**src/rtl/riscv_regfile_pkg.sv**
```systemverilog
// Shared types for the RV32 integer register file: register addresses and the issue request.
package riscv_regfile_pkg;

   typedef logic [4:0] regaddr_t;

   localparam regaddr_t REG_ZERO = 5'd0;

   typedef struct packed {
      regaddr_t rs1;
      regaddr_t rs2;
      regaddr_t rd;
      logic     rd_wr;
   } regfile_issue_t;

endpackage

```
**src/rtl/riscv_regfile_if.sv**
```systemverilog
// Issue, operand, EXU write-back, flush and scoreboard signals of the register file.
// The master side is the core (IDU/EXU); the slave side is riscv_regfile.
interface riscv_regfile_if #(
   parameter int XLEN  = 32,
   parameter int NREGS = 32
);
   import riscv_regfile_pkg::*;

   logic             issue_vld;
   logic             issue_rdy;
   regaddr_t         issue_rs1;
   regaddr_t         issue_rs2;
   regaddr_t         issue_rd;
   logic             issue_rd_wr;
   logic [XLEN-1:0]  rs1_data;
   logic [XLEN-1:0]  rs2_data;
   logic             data_vld;
   logic             register_write_en;
   regaddr_t         register_write;
   logic [XLEN-1:0]  register_write_data;
   logic             flush;
   logic [NREGS-1:0] pending;

   modport master (
      output issue_vld, issue_rs1, issue_rs2, issue_rd, issue_rd_wr,
      output register_write_en, register_write, register_write_data, flush,
      input  issue_rdy, rs1_data, rs2_data, data_vld, pending
   );

   modport slave (
      input  issue_vld, issue_rs1, issue_rs2, issue_rd, issue_rd_wr,
      input  register_write_en, register_write, register_write_data, flush,
      output issue_rdy, rs1_data, rs2_data, data_vld, pending
   );

endinterface

```
**src/rtl/riscv_regfile_scoreboard.sv**
```systemverilog
// Pending-write scoreboard: RAW/WAW hazard detection, set-over-clear priority and flush.
// RISCV_REGFILE_BYPASS_EN lets a same-cycle write clear the hazard it resolves.
module riscv_regfile_scoreboard
   import riscv_regfile_pkg::*;
#(
   parameter int NREGS = 32
) (
   input  logic             clock,
   input  logic             reset,
   input  regfile_issue_t   issue,
   input  logic             issue_vld,
   input  logic             flush,
   input  logic             write_en,
   input  regaddr_t         write_addr,
   output logic             issue_rdy,
   output logic             accept,
   output logic [NREGS-1:0] pending
);

   localparam int AW = $clog2(NREGS);
   typedef logic [AW-1:0] idx_t;

   // RV32E ignores the upper address bit, so x16 aliases x0 there.
   idx_t rs1_idx, rs2_idx, rd_idx, wr_idx;
   assign rs1_idx = issue.rs1[AW-1:0];
   assign rs2_idx = issue.rs2[AW-1:0];
   assign rd_idx  = issue.rd[AW-1:0];
   assign wr_idx  = write_addr[AW-1:0];

   logic [NREGS-1:0] clr_vec, set_vec, haz_view, pending_nxt;
   logic             haz;

   // NOTE: every always_comb output gets a default first so no path leaves it unassigned (no latch).
   always_comb begin
      clr_vec = '0;
      if (write_en && wr_idx != idx_t'(0))
         clr_vec[wr_idx] = 1'b1;
   end

`ifdef RISCV_REGFILE_BYPASS_EN
   assign haz_view = pending & ~clr_vec;
`else
   assign haz_view = pending;
`endif

   assign haz       = haz_view[rs1_idx] | haz_view[rs2_idx] | (issue.rd_wr & haz_view[rd_idx]);
   assign issue_rdy = reset & ~flush & ~haz;
   assign accept    = issue_vld & issue_rdy;

   always_comb begin
      set_vec = '0;
      if (accept && issue.rd_wr && rd_idx != idx_t'(0))
         set_vec[rd_idx] = 1'b1;
   end

   // A same-cycle set of the register being written back wins over the clear.
   assign pending_nxt = (pending & ~clr_vec) | set_vec;

   // NOTE: sequential state uses non-blocking assignments so all flops update together.
   always_ff @(posedge clock) begin
      if (!reset)
         pending <= '0;
      else if (flush)
         pending <= '0;
      else
         pending <= pending_nxt;
   end

endmodule

```
**src/rtl/riscv_regfile.sv**
```systemverilog
// RV32 integer register file: storage array, operand read latch and optional write-to-read
// forwarding (RISCV_REGFILE_BYPASS_EN). Hazard tracking lives in riscv_regfile_scoreboard.
module riscv_regfile
   import riscv_regfile_pkg::*;
#(
   parameter int XLEN  = 32,
   parameter int NREGS = 32
) (
   input logic            clock,
   input logic            reset,
   riscv_regfile_if.slave bus
);

   localparam int AW = $clog2(NREGS);
   typedef logic [AW-1:0] idx_t;

   logic [XLEN-1:0]  regs [NREGS];
   logic [XLEN-1:0]  rd1_val, rd2_val;
   logic [XLEN-1:0]  rs1_q, rs2_q;
   logic             vld_q;
   logic             accept, issue_rdy;
   logic [NREGS-1:0] pending;
   logic             write_hit;
   idx_t             wr_idx, rs1_idx, rs2_idx;
   regfile_issue_t   issue;

   assign issue = '{rs1: bus.issue_rs1, rs2: bus.issue_rs2,
                    rd: bus.issue_rd, rd_wr: bus.issue_rd_wr};

   assign wr_idx    = bus.register_write[AW-1:0];
   assign rs1_idx   = bus.issue_rs1[AW-1:0];
   assign rs2_idx   = bus.issue_rs2[AW-1:0];
   assign write_hit = bus.register_write_en & (wr_idx != idx_t'(REG_ZERO));

   riscv_regfile_scoreboard #(.NREGS(NREGS)) u_scoreboard (
      .clock      (clock),
      .reset      (reset),
      .issue      (issue),
      .issue_vld  (bus.issue_vld),
      .flush      (bus.flush),
      .write_en   (bus.register_write_en),
      .write_addr (bus.register_write),
      .issue_rdy  (issue_rdy),
      .accept     (accept),
      .pending    (pending)
   );

   // NOTE: the array is architecturally reset to zero, so it is built from flops, not a RAM macro.
   always_ff @(posedge clock) begin
      if (!reset) begin
         for (int i = 0; i < NREGS; i++)
            regs[i] <= '0;
      end else if (write_hit) begin
         regs[wr_idx] <= bus.register_write_data;
      end
   end

   always_comb begin
      rd1_val = (rs1_idx == idx_t'(REG_ZERO)) ? '0 : regs[rs1_idx];
      rd2_val = (rs2_idx == idx_t'(REG_ZERO)) ? '0 : regs[rs2_idx];
`ifdef RISCV_REGFILE_BYPASS_EN
      if (write_hit && wr_idx == rs1_idx) rd1_val = bus.register_write_data;
      if (write_hit && wr_idx == rs2_idx) rd2_val = bus.register_write_data;
`endif
   end

   // Flush and hazards both suppress accept, which also drops data_vld.
   always_ff @(posedge clock) begin
      if (!reset) begin
         rs1_q <= '0;
         rs2_q <= '0;
         vld_q <= 1'b0;
      end else begin
         vld_q <= accept;
         if (accept) begin
            rs1_q <= rd1_val;
            rs2_q <= rd2_val;
         end
      end
   end

   assign bus.issue_rdy = issue_rdy;
   assign bus.pending   = pending;
   assign bus.rs1_data  = rs1_q;
   assign bus.rs2_data  = rs2_q;
   assign bus.data_vld  = vld_q;

endmodule

```
**src/flat_wrapper.sv**
```systemverilog
// flat-port wrapper written by rule: the top's interface ports become plain ports
module riscv_regfile_flat import riscv_regfile_pkg::*;
#(
   parameter int XLEN  = 32,
   parameter int NREGS = 32
)
  (clock, reset, bus_issue_vld, bus_issue_rs1, bus_issue_rs2, bus_issue_rd, bus_issue_rd_wr, bus_register_write_en, bus_register_write, bus_register_write_data, bus_flush, bus_issue_rdy, bus_rs1_data, bus_rs2_data, bus_data_vld, bus_pending);
  riscv_regfile_if #(.XLEN(XLEN), .NREGS(NREGS)) bus_i ();
  input logic clock;
  input logic reset;
  input wire logic [$bits(bus_i.issue_vld)-1:0] bus_issue_vld;
  input wire logic [$bits(bus_i.issue_rs1)-1:0] bus_issue_rs1;
  input wire logic [$bits(bus_i.issue_rs2)-1:0] bus_issue_rs2;
  input wire logic [$bits(bus_i.issue_rd)-1:0] bus_issue_rd;
  input wire logic [$bits(bus_i.issue_rd_wr)-1:0] bus_issue_rd_wr;
  input wire logic [$bits(bus_i.register_write_en)-1:0] bus_register_write_en;
  input wire logic [$bits(bus_i.register_write)-1:0] bus_register_write;
  input wire logic [$bits(bus_i.register_write_data)-1:0] bus_register_write_data;
  input wire logic [$bits(bus_i.flush)-1:0] bus_flush;
  output wire logic [$bits(bus_i.issue_rdy)-1:0] bus_issue_rdy;
  output wire logic [$bits(bus_i.rs1_data)-1:0] bus_rs1_data;
  output wire logic [$bits(bus_i.rs2_data)-1:0] bus_rs2_data;
  output wire logic [$bits(bus_i.data_vld)-1:0] bus_data_vld;
  output wire logic [$bits(bus_i.pending)-1:0] bus_pending;
  assign bus_i.issue_vld = bus_issue_vld;
  assign bus_i.issue_rs1 = bus_issue_rs1;
  assign bus_i.issue_rs2 = bus_issue_rs2;
  assign bus_i.issue_rd = bus_issue_rd;
  assign bus_i.issue_rd_wr = bus_issue_rd_wr;
  assign bus_i.register_write_en = bus_register_write_en;
  assign bus_i.register_write = bus_register_write;
  assign bus_i.register_write_data = bus_register_write_data;
  assign bus_i.flush = bus_flush;
  assign bus_issue_rdy = bus_i.issue_rdy;
  assign bus_rs1_data = bus_i.rs1_data;
  assign bus_rs2_data = bus_i.rs2_data;
  assign bus_data_vld = bus_i.data_vld;
  assign bus_pending = bus_i.pending;
  riscv_regfile #(.XLEN(XLEN), .NREGS(NREGS)) u_core (.clock(clock), .reset(reset), .bus(bus_i));
endmodule
```
**config.mk**
```make
export PLATFORM = sky130hd
export DESIGN_NAME = riscv_regfile_flat
export DESIGN_NICKNAME = d
export VERILOG_FILES = /design/src/rtl/riscv_regfile_pkg.sv /design/src/rtl/riscv_regfile_if.sv /design/src/rtl/riscv_regfile_scoreboard.sv /design/src/rtl/riscv_regfile.sv /design/src/flat_wrapper.sv
export SDC_FILE = /design/constraint.sdc
export NUM_CORES = 2
export LEC_CHECK = 0
export CAP_MARGIN = 20
export CORE_MARGIN = 5
export CORE_UTILIZATION = 55
export CTS_CLUSTER_DIAMETER = 80
export CTS_CLUSTER_SIZE = 14
export DETAILED_ROUTE_END_ITERATION = 12
export GPL_ROUTABILITY_DRIVEN = 0
export HOLD_SLACK_MARGIN = 0.06
export PLACE_DENSITY = 0.72
export SETUP_SLACK_MARGIN = 0.02
export SYNTH_ARGS = -nofsm -noshare
export SYNTH_HDL_FRONTEND = slang
export SYNTH_SLANG_ARGS = --single-unit
```
**constraint.sdc**
```tcl
create_clock -name clock -period 8.08 [get_ports clock]
set_input_delay 1.616 -clock clock [delete_from_list [all_inputs] [get_ports clock]]
set_output_delay 1.616 -clock clock [all_outputs]
set_load 0.02 [all_outputs]
```
==> results.toml <==
[cells_and_area]
final-seq-area_um2 = 32690
multi_input_area_um2 = 24720
area.growth.synth_to_final_pct = 9.437
fin_area_um2 = 64490
drive_gt1_frac = 0.1988
stdcell_count = 5508
fill_cells = 7973
fin_util = 0.6041
layout.nets = 4079

[pwr]
ir_drop_uv = 184.6
power_density_nw_per_um2 = 196.4
power.leakage_nw = 22.06

[critical_path]
slowest_stage = "clkdlybuf4s50_1"
crit_path_frequent_cell = "clkdlybuf4s50_1"
crit_path_end_kind = "output port"
critPathKind = "in2out"
worstSetupStartpointType = "input pin"
path_max_fanout = 17
crit_buf_inv = 2
arrival_ns = 4.73
max_stage_delay_ns = 0.98
path_delay_family = "buffers and inverters"
cp_cell_sequence = "clkdlybuf4s50_1 -> mux4_2 -> a32oi_1 -> nor2_1 -> nor3b_2 -> o211a_1 -> clkdlybuf4s50_1"
cp.required_ns = 6.46

[global_route]
grt_pass1_vias = 37188
grt_usage = 0.3284
top_usage_layer = "met2"
grt_pass1_wl_mm = 266.9
antenna_found_initial = 17
gr-usage-met3 = 0.07842
grt_remaining_overflow = 0
grt_use_met1 = 0.4546
grt_use_met2 = 0.5035
grt_max_degree = 117

[die]
fp.dieH_um = 337.3
die-area_um2 = 113800
start_util = 0.5521
num_io_pins = 156
core_area_um2 = 106800
row_count = 120
chipWidth_um = 337.3

[timing]
period_share = 0.7849
period_needed_ns = 6.342
grt_setup_unrepaired = "no"
worst_slew_pin_slew_ns = 1.231
finalSetupViolCount = 0
setup_ws_ns = 1.738
final_max_slew_viol_count = 0
finalHoldViolations = 0
totalNegativeSetupSlack_ns = 0
relSlewSlack = 0.1792
skew_ns = 0.02591
max_freq_mhz = 157.7

[route]
drt_iter0_markers = 5939
drc_errors = 0
drt_wl_total_mm = 188.7
drt-pass1-iter-count = 8
via_per_inst = 6.958
dr_total_vias = 38326
ant_nets = 0
wl_per_cell_um = 34.27

[yosys]
synth_edf_count = 1024
syn_area_um2 = 58930
async_flop_share = 0
ys_dominant_reg_cell = "edfxtp_1"
synth.top_cells.by_area = "edfxtp_1 52%, mux4_2 18%, and2_1 11%"
syn_area_per_cell_um2 = 14.50
synth_cells = 4063
synth_area_leader_cell = "edfxtp_1"
synth_top_area_share = 0.5218
synth.distinct_cells = 46
ys_seq_area_frac = 0.5547
yosys_register_bits = 1121
synth-warning-count = 0

[placed_design]
hpwl_mm = 104.1
pre_cts_slack_ns = 1.726
dpl.cell_count = 5324
port_buffers = 155
place_area_um2 = 61650

[cts]
cts_tree = "yes"
path_clk_slew_ns = 0.07
cts_hold_buf = 0
cts_sinks = 1121
clockRootBuffer = "clkbuf_16"
cts_made_buffers = 90
cts_resized = 0
ctsHtreeMaxLevel = 3
clkLatencyLatePin_ns = 0.69
clock_path_buffers = 3
cts_setup_buffers = 0

[run_status]
status = "complete, no violations"

[worst_hold_path]
hold_class = "reg2reg"

[run]
maxCapViolations = 0
[sequential cells by signal, summed over array words and instances (netlist names)]
register,flops
u_core.bus.rs1_data,32
u_core.u_scoreboard.pending,32
u_core.bus.rs2_data,32
u_core.bus.data_vld,1
u_core.regs,1024
[cell usage in the layout, fill, tap and decap left out, types with 11 or more instances in the layout]
cell type,Yosys,final
nand2_2,0,24
nor2b_1,70,67
buf_4,23,107
mux2_2,39,39
nor2_2,0,33
o22ai_1,30,30
edfxtp_1,1024,1024
nand3_1,34,34
a32o_1,25,25
clkbuf_16,0,94
mux2i_1,234,234
and2_1,997,997
clkbuf_1,306,71
mux4_2,470,470
buf_8,0,11
nand2_1,126,102
a21oi_1,73,73
clkdlybuf4s50_1,0,144
nand2b_1,12,12
conb_1,1,32
a221oi_1,24,24
o31ai_1,31,31
a211oi_1,144,144
dfxtp_1,97,97
o221ai_1,26,26
o211ai_1,19,19
a22oi_1,39,39
[power breakdown]
part	switching [mW]	internal, mW	leakage [nW]	total (mW)
clock	2.10	2.19	1.27	4.29
combinational	0.937	0.650	10.2	1.59
sequential	0.157	6.63	10.6	6.79
total	3.19	9.47	22.1	12.7
[metrics by stage]
stage	hold WS, ns	power (mW)
floorplan	0.5369	7.871
global placement	0.4458	8.418
detailed placement	0.4534	8.457
CTS	0.4654	12.65
global route	0.4837	13.01
finish	0.4628	12.67
[cell families after synthesis]
group,count (synthesis),synth area share
multiplexers,743,0.2268
AO/OA/AOI/OAI,428,0.05280
other,1,0.00006363
AND/OR/NAND/NOR,1324,0.1334
buffers and inverters,446,0.03217
flip-flops,1121,0.5547
[per-layer routing]
metal | vias up | share of wire | wire length [um]
met5 | - | 0.00032 | 60
met2 | 2779 | 0.46 | 85940
met1 | 19583 | 0.37 | 69300
met3 | 479 | 0.12 | 23470
met4 | 10 | 0.053 | 9965
li1 | 15475 | - | -
[path summary, 6_finish.rpt]
kind | from | endpoint | slack [ns] | cells after the start
worst min register to register | u_core.bus.rs2_data[31]$_SDFFE_PN0P_ | u_core.bus.rs2_data[31]$_SDFFE_PN0P_ | 0.46 | 2
worst max-delay path | bus_issue_rd[0] | bus_issue_rdy | 1.74 | 7
worst max register to register | u_core.u_scoreboard.pending[9]$_SDFF_PP0_ | u_core.bus.rs2_data[30]$_SDFFE_PN0P_ | 4.98 | 8
worst min-delay path | u_core.bus.rs2_data[31]$_SDFFE_PN0P_ | u_core.bus.rs2_data[31]$_SDFFE_PN0P_ | 0.46 | 2
[cell type report]
class                           instances  area share
Antenna cell                            6   0.0002328
Clock buffer                          163     0.03983
Clock inverter                          7    0.001610
Inverter                                7   0.0004074
Multi-Input combinational cell       2527      0.3833
Sequential cell                      1121      0.5069
Tap cell                             1403     0.02722
Timing Repair Buffer                  274     0.04057
[worst reg2reg max path: stages (launching register included)]
cell and delay, ns:
dfxtp_1 0.53, mux2i_1 0.15, o221ai_1 0.21, nand3_1 0.10, nor3b_2 0.20, o2111ai_4 0.35
buf_4 0.52, buf_4 0.66, mux2i_1 0.31
[Yosys cell counts, types with 23 or more instances]
cell	number
a221oi_1	24
a32o_1	25
o22ai_1	30
mux2_2	39
clkbuf_1	306
buf_4	23
o31ai_1	31
nor2b_1	70
dfxtp_1	97
o221ai_1	26
buf_1	32
mux4_2	470
nor2_1	42
a21oi_1	73
nand3_1	34
and2_1	997
buf_2	72
a211oi_1	144
nand2_1	126
a22oi_1	39
mux2i_1	234
edfxtp_1	1024
Power figures use the tool's default switching activity.
